==> src/rtl/muldiv_seq.sv <==
// Multi-cycle RV32M/RV64M multiply/divide unit: shift-add multiply, restoring
// divide, with a single-cycle array multiply option selected by FAST_MUL.
module muldiv_seq #(
  parameter int XLEN     = 32,
  parameter bit FAST_MUL = 1'b0
) (
  input  logic            clock,
  input  logic            reset,
  input  logic            start,
  input  logic [2:0]      op,
  input  logic            w,
  input  logic [XLEN-1:0] rs1,
  input  logic [XLEN-1:0] rs2,
  input  logic            flush,
  output logic            busy,
  output logic            done,
  output logic [XLEN-1:0] rd
);

  localparam int CW     = $clog2(XLEN) + 1;
  localparam int WSHIFT = XLEN - 32;

  typedef enum logic [1:0] {IDLE, CALC, FIX, DONE} state_t;

  state_t            state, state_n;
  logic [CW-1:0]     cnt;
  logic [2:0]        op_r;
  logic              w_r;
  logic              res_neg;
  logic [2*XLEN-1:0] acc, mcand, acc_sum, prod;
  logic [XLEN-1:0]   mplier, quo, rem, dvsr;
  logic [XLEN:0]     rem_sh, rem_diff;

  logic            is_w, a_signed, b_signed, a_neg, b_neg;
  logic            div_zero, div_ovf, special, accept, res_neg_c;
  logic [XLEN-1:0] a_ext, b_ext, a_abs, b_abs, min_val, special_raw, special_res;
  logic [XLEN-1:0] mul_res, div_res, fix_res;

  function automatic logic [XLEN-1:0] wfix(input logic [XLEN-1:0] x, input logic is_word);
    return is_word ? XLEN'($signed(x[31:0])) : x;
  endfunction

  // Operand conditioning: word-op extension, magnitudes, result sign and the
  // divide cases that finish without iterating.
  always_comb begin
    is_w     = (XLEN == 64) && w;
    a_signed = (op == 3'd1) || (op == 3'd2) || (op == 3'd4) || (op == 3'd6);
    b_signed = (op == 3'd1) || (op == 3'd4) || (op == 3'd6);
    a_ext    = rs1;
    b_ext    = rs2;
    if (is_w) begin
      a_ext = a_signed ? XLEN'($signed(rs1[31:0])) : XLEN'(rs1[31:0]);
      b_ext = b_signed ? XLEN'($signed(rs2[31:0])) : XLEN'(rs2[31:0]);
    end
    a_neg     = a_signed && a_ext[XLEN-1];
    b_neg     = b_signed && b_ext[XLEN-1];
    a_abs     = a_neg ? -a_ext : a_ext;
    b_abs     = b_neg ? -b_ext : b_ext;
    res_neg_c = (op[2] && op[1]) ? a_neg : (a_neg ^ b_neg);
    min_val   = is_w ? {{(XLEN-31){1'b1}}, 31'd0} : {1'b1, {(XLEN-1){1'b0}}};
    div_zero  = op[2] && (b_ext == '0);
    div_ovf   = op[2] && !op[0] && (a_ext == min_val) && (b_ext == '1);
    special   = div_zero || div_ovf;
    if (div_zero)
      special_raw = op[1] ? a_ext : '1;
    else
      special_raw = op[1] ? '0 : a_ext;
    special_res = wfix(special_raw, is_w);
    accept      = start && !flush && ((state == IDLE) || (state == DONE));
  end

  always_comb begin
    rem_sh   = {rem, quo[XLEN-1]};
    rem_diff = rem_sh - {1'b0, dvsr};
    acc_sum  = acc + (mplier[0] ? mcand : '0);
    prod     = res_neg ? -acc : acc;
    if (op_r == 3'd0)
      mul_res = prod[XLEN-1:0];
    else
      mul_res = w_r ? XLEN'(prod[63:32]) : prod[2*XLEN-1:XLEN];
    if (op_r[1])
      div_res = res_neg ? -rem : rem;
    else
      div_res = res_neg ? -quo : quo;
    fix_res = wfix(op_r[2] ? div_res : mul_res, w_r);
  end

  always_ff @(posedge clock or posedge reset) begin
    if (reset) state <= IDLE;
    else       state <= state_n;
  end

  // Flush overrides every transition, including a start in the same cycle.
  always_comb begin
    state_n = state;
    case (state)
      IDLE, DONE: begin
        if (!accept)                    state_n = IDLE;
        else if (special)               state_n = DONE;
        else if (FAST_MUL && !op[2])    state_n = FIX;
        else                            state_n = CALC;
      end
      CALC:    if (cnt == CW'(1)) state_n = FIX;
      FIX:     state_n = DONE;
      default: state_n = IDLE;
    endcase
    if (flush) state_n = IDLE;
  end

  always_ff @(posedge clock or posedge reset) begin
    if (reset) begin
      cnt     <= '0;
      op_r    <= '0;
      w_r     <= 1'b0;
      res_neg <= 1'b0;
      acc     <= '0;
      mcand   <= '0;
      mplier  <= '0;
      quo     <= '0;
      rem     <= '0;
      dvsr    <= '0;
      rd      <= '0;
    end else if (accept) begin
      op_r    <= op;
      w_r     <= is_w;
      res_neg <= res_neg_c;
      cnt     <= is_w ? CW'(32) : CW'(XLEN);
      mcand   <= (2*XLEN)'(a_abs);
      mplier  <= b_abs;
      acc     <= FAST_MUL ? (2*XLEN)'(a_abs) * (2*XLEN)'(b_abs) : '0;
      // Word divides start with the 32-bit dividend at the top of the shifter.
      quo     <= is_w ? (a_abs << WSHIFT) : a_abs;
      rem     <= '0;
      dvsr    <= b_abs;
      if (special) rd <= special_res;
    end else if (state == CALC) begin
      cnt    <= cnt - CW'(1);
      acc    <= acc_sum;
      mcand  <= mcand << 1;
      mplier <= mplier >> 1;
      if (!rem_diff[XLEN]) begin
        rem <= rem_diff[XLEN-1:0];
        quo <= {quo[XLEN-2:0], 1'b1};
      end else begin
        rem <= rem_sh[XLEN-1:0];
        quo <= {quo[XLEN-2:0], 1'b0};
      end
    end else if ((state == FIX) && !flush) begin
      rd <= fix_res;
    end
  end

  assign busy = (state == CALC) || (state == FIX);
  assign done = (state == DONE);

endmodule

==> config.mk <==
export PLATFORM = sky130hd
export DESIGN_NAME = muldiv_seq
export DESIGN_NICKNAME = d
export VERILOG_FILES = /design/src/rtl/muldiv_seq.sv
export SDC_FILE = /design/constraint.sdc
export NUM_CORES = 1
export LEC_CHECK = 0
export BUFFER_PORTS_ARGS = -buffer_cell sky130_fd_sc_hd__buf_4
export CAP_MARGIN = 30
export CORE_MARGIN = 5
export CORE_UTILIZATION = 40
export DETAILED_ROUTE_END_ITERATION = 8
export GPL_ROUTABILITY_DRIVEN = 0
export HOLD_SLACK_MARGIN = 0.15
export SLEW_MARGIN = 20
export SYNTH_ARGS = -nofsm -noshare
export SYNTH_HDL_FRONTEND = slang
export SYNTH_SLANG_ARGS = --single-unit
==> constraint.sdc <==
create_clock -name clock -period 11.4 [get_ports clock]
set_clock_uncertainty 0.2 [all_clocks]
set_input_delay 0.57 -clock clock [delete_from_list [all_inputs] [get_ports clock]]
set_output_delay 0.57 -clock clock [all_outputs]
set_load 0.05 [all_outputs]
======== After elaboration in Yosys (flattened, before gate mapping) ========
Cells that the tools add are included.
cells by class
  mux-type cells .......................... 36
  order comparisons ....................... 0
  div/mod/pow operators ................... 0
  add/sub/neg operators ................... 8
  equality and inequality tests ........... 13
  reduce and logical (&&, ||, !) cells .... 27
  shifts and indexed selects .............. 0
  multiply operators ...................... 0
  bitwise operators ....................... 1
operators by type and width
  cell                                                                   number
  32-bit 2-to-1 mux                                                      21
  64-bit 2-to-1 mux                                                      6
  32-bit negator                                                         4
  64-bit adder                                                           1
  32-bit equality test, second input constant                            2
  64-bit negator                                                         1
  33-bit by 32-bit subtractor with 33-bit output                         1
  32-bit zero test                                                       1
  6-bit 2-to-1 mux                                                       2
  1-bit logical AND                                                      10
  1-bit logical OR                                                       8
  2-bit 2-to-1 mux                                                       4
  3-bit equality test, second input constant                             2
  6-bit by 1-bit equality test with 1-bit output, second input constant  1
  2-bit case mux with 3 select lines                                     1
  6-bit by 1-bit subtractor with 6-bit output, second input constant     1
  2-bit equality test, second input constant                             2
  2-bit != test, second input constant                                   2
  2-bit nonzero test                                                     2
  3-bit by 1-bit equality test with 1-bit output, second input constant  1
  3-bit by 2-bit equality test with 1-bit output, second input constant  1
  3-bit zero test                                                        1
  3-bit != test, second input constant                                   1
  3-bit AND reduction                                                    1
  other kinds (6)                                                        8
word-level totals
  bits in writable memories ............... 0
  input bits .............................. 72
  memories ................................ 0
  latch bits .............................. 0
  bits in read-only memories .............. 0
  bits in registers ....................... 300

======== Longest topological paths before layout ========
Gate-level depths: netlist (run 1).
  depth after elaboration ................. 9
  mapped depth ............................ 16

======== Least setup slack after synthesis (run 1) ========
Ideal clock, no wire load.
  path kind ............................... flip-flop to flip-flop
  start point ............................. register mplier[0]
  end point ............................... register acc[46]
  library setup time ...................... 0.068 ns
  arrival time ............................ 3.702 ns
  slack ................................... 7.429 ns
  stages on the path, launching flop included .. 17
  buffers on the path ..................... 1
  cell sequence ........................... dfrtp_1 clkbuf_1 and2_1 ha_1 inv_1 fa_1 and2b_1 o2111ai_1 a2111oi_2 o2111a_1 a211oi_1 o221ai_1 o21ai_1 o31a_1 o31a_1 or3_1 nand3_1
between the ends
  cells in the longest elaborated chain, start to end .. 4
ends and longest elaborated chain
  element                   line  source
  start: declaration        31    logic [XLEN-1:0] mplier, quo, rem, dvsr;
  start signal: assignment  129   mplier <= b_abs;
  start signal: assignment  140   mplier <= mplier >> 1;
  64-bit 2-to-1 mux         75    acc_sum = acc + (mplier[0] ? mcand : '0);
  64-bit adder              75
  64-bit 2-to-1 mux         136   end else if (state == CALC) begin
  64-bit 2-to-1 mux         123   end else if (accept) begin
  end signal: assignment    130   acc <= FAST_MUL ? (2*XLEN)'(a_abs) * (2*XLEN)'(b_abs) : '0;
  end signal: assignment    138   acc <= acc_sum;
  end: declaration          30    logic [2*XLEN-1:0] acc, mcand, acc_sum, prod;
No other way between the ends. The select of a mux whose other input is x is not followed.
A chain may end at the register's enable or synchronous reset.

======== Final worst setup path (run 1) ========
  start point ............................. input port rs1[0]
  end point ............................... register rd[11]
between the ends
  cells in the longest elaborated chain, start to end .. 6
ends and longest elaborated chain
  element                               line  source
  start: declaration                    12    input logic [XLEN-1:0] rs1,
  32-bit equality test                  62    div_ovf = op[2] && !op[0] && (a_ext == min_val) && (b_ext == '1);
  1-bit logical AND (2 in series)       62
  1-bit logical OR                      63    special = div_zero || div_ovf;
  2-bit != test (no source line)        --
  3-bit AND reduction (no source line)  --
  end signal: assignment                135   if (special) rd <= special_res;
  end signal: assignment                149   rd <= fix_res;
  end: declaration                      17    output logic [XLEN-1:0] rd
No other way between the ends.

==> flow_metrics.py, run 1 <==
metrics = {
    "outcome": {
        "status": "finished clean",
    },
    "flow_run": {
        "max_cap_violations": 0,
    },
    "sta": {
        "slew_violations": 0,
        "setup_violations": 0,
        "setup_slack_ns": 6.39,
        "slew_headroom_pct": 37.5,
        "worst_hold_slack_ns": 0.174,
        "fmaxAchievable_ghz": 0.200,
        "hold_viol_final": 0,
        "max_slew.worst_pin.slew_ns": 0.934,
        "finalCriticalPeriod_ns": 5.01,
        "rsz0062_at_grt": "false",
        "final.setup.tns_ns": 0,
        "final_min_period_over_clock_period_pct": 43.9,
    },
    "logic_synthesis": {
        "synth_edf_count": 0,
        "syn-num-nets": 3113,
        "synth_ff_type": "dfrtp_1",
        "yosys.area.top_type_share_pct": 31.8,
        "ys_seq_area_share_pct": 31.8,
        "yosysTopAreaCell": "dfrtp_1",
        "synth_area_mm2": 0.0236,
        "async_flop_share_pct": 100,
        "yosysMostFrequentCell": "a21oi_1",
        "yosysUniqueCellTypes": 85,
        "synth_area_leaders": "dfrtp_1, a21oi_1, ha_1",
        "synth_seq_cells": 300,
        "yosys-top-cells-count": "a21oi_1, nor2_1, dfrtp_1",
        "synth_warnings": 0,
        "syn_avg_cell_area_um2": 8.05,
        "postSynthCellCount": 2933,
    },
    "grt": {
        "antenna_found_initial": 3,
        "grt_pass1_vias": 20800,
        "overflow": 0,
        "grt_pass1_wl_um": 119000,
        "grt_use_total_pct": 23.2,
        "grt_max_degree": 124,
    },
    "die": {
        "io_pins": 106,
        "fp.dieH_um": 253,
        "core_mm2": 0.0588,
        "fp.dieArea_mm2": 0.0640,
        "num_rows": 89,
        "die_w_um": 253,
        "start_util_pct": 40.2,
    },
    "drt": {
        "vias": 21900,
        "first_pass_iters": 6,
        "viasPerCell": 5.86,
        "routed_wl_um": 76400,
        "drc_errors": 0,
        "wl_per_cell_um": 20.4,
        "antenna_left": 0,
        "drtIter0Drc": 2022,
    },
    "cells_and_area": {
        "nets": 3121,
        "area_delta_synth_final_pct": 12.1,
        "drive_above_1_share_pct": 8.18,
        "fin_area_mm2": 0.0265,
    },
    "place": {
        "dpl_worst_slack_ns": 6.49,
        "dp_hpwl_um": 57000,
        "dpl_cell_area_mm2": 0.0249,
        "io_buffers": 104,
    },
    "critical_path": {
        "cp_max_fo": 63,
        "worstSetupStartpointType": "primary input",
        "required_ns": 11.67,
        "endpoint_kind": "register",
        "cp_data_arrival_time_ns": 5.28,
        "path_class": "primary input to register",
    },
    "clock_network": {
        "clk_pin_slew_ns": 0.06,
        "clock-sinks": 300,
        "clk_path_buf_depth": 3,
        "numCtsBuffers": 39,
        "cts_root_buffer": "clkbuf_16",
        "cts_tree": "built",
        "htreeDepth": 2,
        "insertion_delay_ns": 0.59,
    },
    "power_and_ir_drop": {
        "p_per_area_mw_per_mm2": 295,
        "ir_worst_vdd_mv": 0.175,
        "cellLeakagePower_uw": 0.0112,
        "fin_total_pwr_uw": 7820,
    },
    "worst_hold_path": {
        "hold_path.class": "primary input to register",
    },
}
## registers in the layout (all words and copies together), names as in the netlist
signal and cells:
acc 64, cnt 6, dvsr 32, mcand 64
mplier 32, op_r 3, quo 32, rd 32
rem 32, res_neg 1, state 2
## placed cells by master, fill, tap and decap left out, types with 15 or more instances in the layout
cell type / instances
a21oi_1: 347
nor2_1: 331
dfrtp_1: 298
nand2_1: 251
o21ai_0: 190
xnor2_1: 138
buf_4: 128
xor2_1: 122
mux2i_1: 120
ha_1: 105
inv_1: 92
and2_1: 70
a211oi_1: 63
nor2b_1: 49
o31ai_1: 44
or3_1: 43
nand4_1: 42
nor3_1: 41
nand3_1: 41
o211ai_1: 40
clkbuf_16: 39
a21o_1: 38
a31oi_1: 29
nand2b_1: 25
or4_1: 20
o41ai_1: 20
o21bai_1: 19
nor4_1: 17
and3_1: 15
o21a_1: 15
## worst max-delay path, stage by stage
cell and delay (ns):
dlygate4sd3_1 0.54, buf_4 0.15, inv_1 0.11, ha_1 0.18
nand2b_1 0.15, nor4_4 0.40, nand3_1 0.26, or3_1 0.47
nor4_2 0.67, and3_1 0.28, o21ai_1 0.12, a21oi_4 0.17
buf_4 0.53, o21ai_0 0.43, o21ai_0 0.19
## repair_timing
item                                    CTS  global route
endpoints found under the setup margin    0             0
hold buffers                              7             0
hold endpoints to repair                113             0
setup buffers                             0             0
gates resized for setup                   0             0
## where the power goes
group | switching (uW) | internal [uW] | total, uW
Combinational | 2830 | 1690 | 4520
Clock | 524 | 770 | 1290
Sequential | 529 | 1480 | 2010
Total | 3880 | 3930 | 7820
## metrics by stage
step	util [%]	std cells
3_5_place_dp	42.4	3660
2_1_floorplan	-	2933
6_report	45.0	3743
3_3_place_gp	42.4	3659
5_1_grt	45.0	3742
4_1_cts	44.8	3736
## metal layers
metal,track usage (%),share of wire [%],vias to the layer above
li1,-,-,10500
met3,4.69,8.1,135
met4,8.56,4.1,4
met1,33.6,46,10400
met2,34.2,42,868
met5,0,0.027,-
## final timing paths
check / start / endpoint / slack (ns) / cells after the start
worst max-delay path: rs1[0] / rd[11] / 6.39 / 15
worst min-delay path: rs2[15] / dvsr[15] / 0.17 / 3
worst max register to register: mplier[0] / acc[46] / 6.46 / 16
worst min register to register: mplier[31] / mplier[31] / 0.30 / 2
max in group asynchronous: reset / mcand[49] / 8.76 / 5
min in group asynchronous: reset / mcand[3] / 0.49 / 3
## cell families after synthesis
kind of cell / Yosys count / share of synthesized area, %
simple gates: 991 / 20.2
compound gates: 882 / 22.9
flops: 300 / 31.8
buf+inv: 267 / 4.37
xor+xnor: 261 / 9.71
mux: 124 / 5.32
fa+ha+maj: 108 / 5.79
## final cells by class
cell class / instances / area [um^2]
fill: 5838 / 32300
multi-input combinational: 2366 / 15100
sequential: 300 / 7510
timing repair buffer: 141 / 1190
clock buffer: 52 / 1090
tap: 773 / 967
inverter: 93 / 357
clock inverter: 17 / 228
antenna: 1 / 2.50
Note: power is estimated with default switching activity, not from simulation.
==> run 2: changes to the inputs <==
- clock period: 11.4 -> 5 ns (I/O delays scaled with it)
==> flow_metrics.py, run 2 (synthesized netlist as in run 1, its figures left out) <==
metrics = {
    "critical_path": {
        "cp_data_arrival_time_ns": 4.93,
        "required_ns": 5.30,
        "crit_chain": "dlygate4sd3_1 > buf_4 > inv_1 > ha_1 > nand2b_1 > nor4_4 > nand3_1 > or3_1 > nor4_2 > buf_4 > and3_1 > o21ai_1 > a21oi_4 > buf_4 > o2111ai_1 > dlygate4sd3_1 > o211ai_1",
        "cp_slowest_cell": "dlygate4sd3_1",
        "worstReg2RegStart": "mplier[0]",
        "reg2reg_to": "acc[57]",
        "path_depth": 17,
        "r2r_slack_ns": 0.41,
        "path_class": "primary input to register",
        "crit_buf_inv": 6,
        "rr_worst_depth": 15,
        "endpoint_kind": "register",
        "path_common_cell": "buf_4",
        "worstSetupStartpointType": "primary input",
        "cp_max_fo": 27,
        "crit_family": "buffers and inverters",
        "cp_slowest_stage_delay_ns": 0.58,
    },
    "die": {
        "fp.dieH_um": 253,
        "fp.dieArea_mm2": 0.0640,
        "die_w_um": 253,
        "io_pins": 106,
        "start_util_pct": 40.2,
        "core_mm2": 0.0588,
        "num_rows": 89,
    },
    "power_and_ir_drop": {
        "combPwrFrac_pct": 57.8,
        "fin_total_pwr_uw": 18200,
        "clkPwrFrac_pct": 16.7,
        "internal-power_uw": 9190,
        "seqPwrFrac_pct": 25.5,
        "p_per_area_mw_per_mm2": 660,
        "cellLeakagePower_uw": 0.0117,
        "ir_worst_vdd_mv": 0.449,
        "power_switching_uw": 9020,
        "switching_share_pct": 49.6,
    },
    "clock_network": {
        "cts_tree": "built",
        "insertion_delay_ns": 0.59,
        "numCtsBuffers": 39,
        "postCtsHoldBufs": 104,
        "htreeDepth": 2,
        "cts_root_buffer": "clkbuf_16",
        "clk_path_buf_depth": 3,
        "clock-sinks": 300,
        "post-cts-setup-buffers": 0,
        "cts_resized": 0,
        "clk_pin_slew_ns": 0.06,
    },
    "drt": {
        "routed_wl_um": 79400,
        "vias": 22600,
        "drc_errors": 0,
        "first_pass_iters": 6,
        "drtIter0Drc": 2146,
        "antenna_left": 0,
        "viasPerCell": 5.86,
        "wl_per_cell_um": 20.6,
    },
    "grt": {
        "antenna_found_initial": 1,
        "grt_pass1_vias": 21400,
        "grt_pass1_wl_um": 124000,
        "grt_max_degree": 120,
        "grt_use_total_pct": 24.0,
        "overflow": 0,
    },
    "sta": {
        "final.setup.tns_ns": 0,
        "hold_viol_final": 0,
        "fmaxAchievable_ghz": 0.216,
        "final_min_period_over_clock_period_pct": 92.6,
        "max_slew.worst_pin.slew_ns": 0.943,
        "slew_headroom_pct": 36.9,
        "finalCriticalPeriod_ns": 4.63,
        "setup_violations": 0,
        "rsz0062_at_grt": "false",
        "slew_violations": 0,
    },
    "outcome": {
        "status": "finished clean",
    },
    "cells_and_area": {
        "biggestRegsByFlops": "acc x64, mcand x64",
        "drive_above_1_share_pct": 8.46,
        "num_antenna_cells": 0,
        "final_cell_mix": "a21oi_1, nor2_1, dfrtp_1",
        "nets": 3235,
        "layout_commonest_cell": "a21oi_1",
        "area_delta_synth_final_pct": 16.9,
    },
    "place": {
        "dp_hpwl_um": 58400,
        "io_buffers": 104,
    },
    "worst_hold_path": {
        "hold_path.class": "register to register",
        "hold_start": "dvsr[0]",
        "whs_endpoint": "dvsr[0]",
        "hold_depth": 2,
    },
    "flow_run": {
        "max_cap_violations": 0,
    },
}
run 2: cell count changes in the layout (fill, tap and decap cells not counted):
cell           delta
clkbuf_1          +2
clkbuf_8          +1
clkinv_8          -2
buf_12            +4
buf_4            +17
diode_2           -1
buf_16            -4
clkinvlp_4        +1
dlygate4sd3_1    +97
clkinv_4          +2
clkinv_2          -3
clkinv_16         +2
run 2: worst max-delay path by stage:
stage | from | end | slack, ns
2_1_floorplan | reset | acc[0] | 0.56
5_1_grt | mplier[0] | acc[57] | 0.18
3_3_place_gp | mplier[0] | acc[57] | 0.57
6_report | rs1[0] | rd[16] | 0.37
4_1_cts | mplier[0] | acc[57] | 0.45
3_5_place_dp | mplier[0] | acc[57] | 0.52
run 2: layout make-up:
type                       instances  area (um^2)
clock inverter                    17          269
multi-input combinational       2366        15100
inverter                          93          353
fill                            5684        31200
sequential                       300         7510
clock buffer                      55         1120
timing repair buffer             255         2260
tap                              773          967
run 2: routing by layer:
metal	GRT usage (%)	part of all wire [%]	vias up
met4	8.73	3.8	0
met3	3.74	7.7	129
met5	0	0	-
met1	35.4	46	10900
li1	-	-	10700
met2	35.8	43	873
run 2: worst min-delay path: stages, from the launching register on:
cell and delay [ns]:
dfrtp_1 0.34, nand2_1 0.05, nand2_1 0.05
run 2: per-stage QoR:
step	setup slack, ns	std cells	hold WS (ns)	instance area (um^2)	utilization, %
finish	0.369	3859	0.284	27600	47.0
global route	0.179	3859	0.310	27600	47.0
CTS	0.451	3857	0.273	27600	46.9
detailed placement	0.520	3681	0.165	25100	42.8
global placement	0.574	3681	0.163	25100	42.8
floorplan	0.563	2933	0.155	23600	-
run 2: power by group through the flow:
stage                     combinational [uW]  sequential (uW)  clock [uW]
after floorplan                         7230             4540           0
after global placement                 10100             4580           0
after detailed placement               10200             4630           0
after CTS                              10400             4600        3100
after global routing                   11500             4760        3200
final                                  10500             4630        3050
